### src/rtl/stream_pkg.sv
// stream_pkg: shared defaults and width helpers for stream blocks.
package stream_pkg;

    localparam int DEF_DATA_WD = 4;

    function automatic int clog2(input int v);
        int r = 0;
        while ((1 << r) < v) r++;
        return r;
    endfunction

    // Pointer width carries one extra wrap bit to tell full from empty.
    function automatic int ptr_w(input int depth);
        return clog2(depth) + 1;
    endfunction

endpackage

### src/rtl/stream_fifo_mem.sv
// stream_fifo_mem: unreset register array, one write port, combinational read port.
module stream_fifo_mem
    import stream_pkg::*;
#(
    parameter int DATA_WD = DEF_DATA_WD,
    parameter int DEPTH   = 8,
    parameter int AW      = clog2(DEPTH)
) (
    input  logic               clk,
    input  logic               we,
    input  logic [AW-1:0]      waddr,
    input  logic [DATA_WD-1:0] wdata,
    input  logic [AW-1:0]      raddr,
    output logic [DATA_WD-1:0] rdata
);

    logic [DATA_WD-1:0] mem_q [DEPTH];

    // Storage write; contents need no reset because reads are gated by occupancy.
    always_ff @(posedge clk) begin
        if (we) mem_q[waddr] <= wdata;
    end

    assign rdata = mem_q[raddr];

endmodule

### src/rtl/stream_fifo.sv
// stream_fifo: valid/ready FIFO with registered in_ready, occupancy and almost-full.
// Optional STREAM_FIFO_BYPASS_EN: an empty FIFO forwards in_* to out_* combinationally.
module stream_fifo
    import stream_pkg::*;
#(
    parameter int DATA_WD  = DEF_DATA_WD,
    parameter int DEPTH    = 8,
    parameter int AFULL_TH = DEPTH - 2
) (
    input  logic                      clk,
    input  logic                      rst_n,
    input  logic                      in_valid,
    input  logic [DATA_WD-1:0]        in_data,
    output logic                      in_ready,
    output logic                      out_valid,
    output logic [DATA_WD-1:0]        out_data,
    input  logic                      out_ready,
    output logic [ptr_w(DEPTH)-1:0]   count,
    output logic                      almost_full
);

    localparam int PW = ptr_w(DEPTH);
    localparam int AW = PW - 1;

    logic [PW-1:0]      wr_q, wr_d, rd_q, rd_d, count_q, count_d;
    logic               in_ready_q, afull_q;
    logic               empty, push, pop, wr_en, rd_en, bypass;
    logic [DATA_WD-1:0] rdata;

    assign empty = wr_q == rd_q;
    assign push  = in_valid && in_ready_q;

`ifdef STREAM_FIFO_BYPASS_EN
    assign out_valid = empty ? push : 1'b1;
    assign out_data  = empty ? (push ? in_data : '0) : rdata;
    assign bypass    = empty && push && out_ready;
`else
    assign out_valid = !empty;
    assign out_data  = empty ? '0 : rdata;
    assign bypass    = 1'b0;
`endif

    assign pop   = out_valid && out_ready;
    assign wr_en = push && !bypass;
    assign rd_en = pop && !empty;

    // Next-state pointers and occupancy; a bypassed beat touches neither.
    always_comb begin
        wr_d    = wr_q + PW'(wr_en);
        rd_d    = rd_q + PW'(rd_en);
        count_d = count_q + PW'(wr_en) - PW'(rd_en);
    end

    // Pointer, count and flag registers; flags follow next_count so they move with count.
    always_ff @(posedge clk or negedge rst_n) begin
        if (!rst_n) begin
            wr_q       <= '0;
            rd_q       <= '0;
            count_q    <= '0;
            in_ready_q <= 1'b0;
            afull_q    <= 1'b0;
        end else begin
            wr_q       <= wr_d;
            rd_q       <= rd_d;
            count_q    <= count_d;
            in_ready_q <= count_d != PW'(DEPTH);
            afull_q    <= count_d >= PW'(AFULL_TH);
        end
    end

    stream_fifo_mem #(
        .DATA_WD (DATA_WD),
        .DEPTH   (DEPTH),
        .AW      (AW)
    ) u_mem (
        .clk   (clk),
        .we    (wr_en),
        .waddr (wr_q[AW-1:0]),
        .wdata (in_data),
        .raddr (rd_q[AW-1:0]),
        .rdata (rdata)
    );

    assign in_ready    = in_ready_q;
    assign count       = count_q;
    assign almost_full = afull_q;

endmodule

### config.mk
export PLATFORM = sky130hd
export DESIGN_NAME = stream_fifo
export DESIGN_NICKNAME = d
export VERILOG_FILES = /design/src/rtl/stream_pkg.sv /design/src/rtl/stream_fifo_mem.sv /design/src/rtl/stream_fifo.sv
export SDC_FILE = /design/constraint.sdc
export NUM_CORES = 1
export LEC_CHECK = 0
export BUFFER_PORTS_ARGS = -buffer_cell sky130_fd_sc_hd__clkbuf_2
export CAP_MARGIN = 20
export CORE_MARGIN = 1
export CORE_UTILIZATION = 40
export CTS_BUF_LIST = sky130_fd_sc_hd__clkbuf_4
export CTS_CLUSTER_SIZE = 25
export DETAILED_ROUTE_END_ITERATION = 12
export GPL_TIMING_DRIVEN = 0
export HOLD_SLACK_MARGIN = 0.1
export PLACE_DENSITY = 0.7
export SLEW_MARGIN = 10
export SYNTH_ARGS = -nofsm -noshare
export SYNTH_HDL_FRONTEND = slang
export SYNTH_SLANG_ARGS = --single-unit
export TNS_END_PERCENT = 5
### constraint.sdc
create_clock -name clk -period 2.5 [get_ports clk]
set_input_delay 0.5 -clock clk [delete_from_list [all_inputs] [get_ports clk]]
set_output_delay 0.5 -clock clk [all_outputs]
set_load 0.01 [all_outputs]
==> metrics.yaml <==
outcome: "complete, no violations"
synth_top_area_cell: "edfxtp_1"
via_per_inst: 4.95
drt-pass1-iter-count: 4
clock_path_buffers: 2
hold_violations: 0
fin_util_pct: 46.7
finalWirelength_microns: 3430
cp_top_family: "adder cells"
netlist_top_cells_area: "edfxtp_1, dfrtp_1, mux2i_1"
cp-start-kind: "flip-flop"
tritoncts: "built"
finalNetCount: 173
cts_sinks: 46
dp_slack_ns: 0.00855
drive_gt1_share_pct: 21.4
cts_resized: 0
path_buf_inv: 3
tightest_slew_ns: 0.666
yosys_register_bits: 46
reg2reg_slack_ns: 0.18
area_delta_synth_final_pct: 12.4
grt_start_max_net_pins: 15
yosysSeqAreaShare_pct: 66.3
dieArea_sq_um: 5230
place_congestion: 0.727
leakage_nw: 0.897
reg2reg_depth: 11
wl_per_cell_microns: 15.2
min_period_ns: 2.32
ios: 19
skew_ns: 0.0138
cpPeakStageDelay_ns: 0.42
vias: 1118
wl_met2_microns: 1680
crit_fanout: 9
timing.rr.end: "almost_full"
final_antenna_net_count: 0
rsz0062_at_grt: "false"
fp.coreArea_sq_um: 4750
grt_first_pass_wirelength_microns: 5500
antenna_found_initial: 0
io_buffers: 18
dp_hpwl_microns: 2420
crit_chain: "buf_6 > xnor2_1 > nand4_2 > nand2_1 > xnor2_1 > ha_1 > inv_1 > fa_1 > xor2_1 > inv_1 > a21o_1"
slew_headroom_pct: 55.3
synth_area_per_cell_sq_um: 15.1
final_cell_mix: "edfxtp_1, clkbuf_2, mux2i_1, dfrtp_1, xnor2_1"
slowest_stage: "dfrtp_1"
die_h_microns: 72.3
fin_crit_sh_pct: 92.7
fin_ws_ns: 0.182
grt_usage_pct: 14.7
top_layer_used: "met4"
mostFrequentLayoutCell: "edfxtp_1"
drv_slew: 0
critPathKind: "flip-flop to flip-flop"
yosysUniqueCellTypes: 27
crit_arrival_ns: 2.58
report.final.setup_viol: 0
num-fill-cells: 433
initial_core_util_pct: 41.6
clk_latency_ns: 0.36
worstReg2RegStart: "rd_q[1]"
holdPathStages: 1
cap_violations: 0
peakVddDrop_v: 0.000714
critical_path_required_ns: 2.76
hold_class: "input port to flip-flop"
syn_area_sq_um: 1980
hold_path_end: "u_mem.mem_q[6][2]"
clk_pin_slew_worst_paths_ns: 0.13
endpoint_kind: "flip-flop"
setup_tns_ns: 0
fp.dieW_microns: 72.3
antenna_cells: 0
cts_max_level: 2
cts_made_buffers: 5
maxClockFrequency_mhz: 431
grt_pass1_vias: 1130
met1_length_microns: 1490
yosysWarnings: 0
core.rowCount: 25
drc: 0
synth_nets: 146
hp-start: "in_data[2]"
route.met3.wl_microns: 179
synth_top_area_share_pct: 48.6
p_per_area_nw_per_um2: 1230
drt-initial-drc-count: 50
synthCells: 131
root_buffer: "clkbuf_4"
gr-total-overflow: 0
[state kept, by name, summed over array words and instances (netlist names)]
signal,count
in_ready,1
wr_q,4
count,4
almost_full,1
rd_q,4
u_mem.mem_q,32
[cell type report]
cell class                 count  area [sq um]  area share (%)
clock buffer                   5          37.5            1.69
timing repair buffer          20           108            4.84
multi-input combinational     76           613            27.6
tap                           67          83.8            3.77
buffer                         2          26.3            1.18
sequential                    46          1310            59.0
inverter                       7          26.3            1.18
clock inverter                 3          16.3           0.732
[routing by layer]
metal / global-route usage (%) / vias to the layer above
li1: - / 534
met1: 18.9 / 547
met2: 23.9 / 29
met3: 2.92 / 8
met4: 7.19 / 0
met5: 0 / -
[per-stage QoR]
step	cells	area, sq um	total power (W)	hold slack (ns)
after floorplan	131	1980	0.00204	0.204
after global placement	216	2150	0.00234	0.416
after detailed placement	216	2150	0.00240	0.427
after CTS	226	2220	0.00275	0.406
after global routing	226	2220	0.00294	0.416
final	226	2220	0.00273	0.422
[logic make-up (layout without fill, tap and decap cells)]
kind of cell	after synthesis	in the layout	share of synthesized area (%)
DFF	46	46	66.3
and+or+nand+nor	29	29	8.29
muxes	16	16	8.10
xor gates and xnor gates	13	13	5.76
AOI/OAI and AO/OA	11	11	4.05
buffers and inverters	9	37	2.66
adders and majority gates	7	7	4.81
[timing repair]
| action | CTS | global route |
|---|---|---|
| setup endpoints to repair | 1 | 0 |
| hold endpoints to repair | 14 | 0 |
| hold buffers | 1 | 0 |
| setup buffers | 1 | 0 |
[worst register-to-register path, stage by stage (launching register included)]
cell and delay, ns:
dfrtp_1 0.42, buf_6 0.17, xnor2_1 0.18, nand4_2 0.12
nand2_1 0.14, xnor2_1 0.13, ha_1 0.19, inv_1 0.05
fa_1 0.37, xor2_1 0.20, inv_1 0.08, a21o_1 0.18
[power by group]
group / leakage [nW] / internal [W] / switching, W
Sequential: 0.451 / 0.00102 / 0.000154
Clock: 0.0286 / 0.000105 / 0.000233
Combinational: 0.417 / 0.000576 / 0.000644
[worst max path at each step]
stage / start / end / slack (ns) / cells after the start
2_1_floorplan: rd_q[1] / almost_full / 0.22 / 11
3_3_place_gp: rd_q[1] / almost_full / 0.09 / 11
3_5_place_dp: rd_q[1] / almost_full / 0.009 / 11
4_1_cts: rd_q[1] / almost_full / 0.18 / 11
5_1_grt: wr_q[0] / almost_full / 0.02 / 10
6_report: rd_q[1] / almost_full / 0.18 / 11
[cells in the mapped netlist]
library cell / instances
and2_1: 1
nand4b_1: 1
nand4_1: 1
edfxtp_1: 32
nand2_1: 4
and2b_1: 1
dfrtp_1: 14
a21oi_1: 1
nand4_2: 1
buf_8: 1
nand2b_1: 2
a21o_1: 2
ha_1: 6
xor2_1: 3
xnor2_1: 10
nor3_1: 2
a22oi_1: 8
or2_2: 1
nor2b_1: 1
and3_1: 1
nand3_1: 2
fa_1: 1
inv_1: 7
mux2i_1: 16
buf_6: 1
nor2_1: 7
and3_2: 4
No activity file was read; power rests on OpenSTA's default activity.
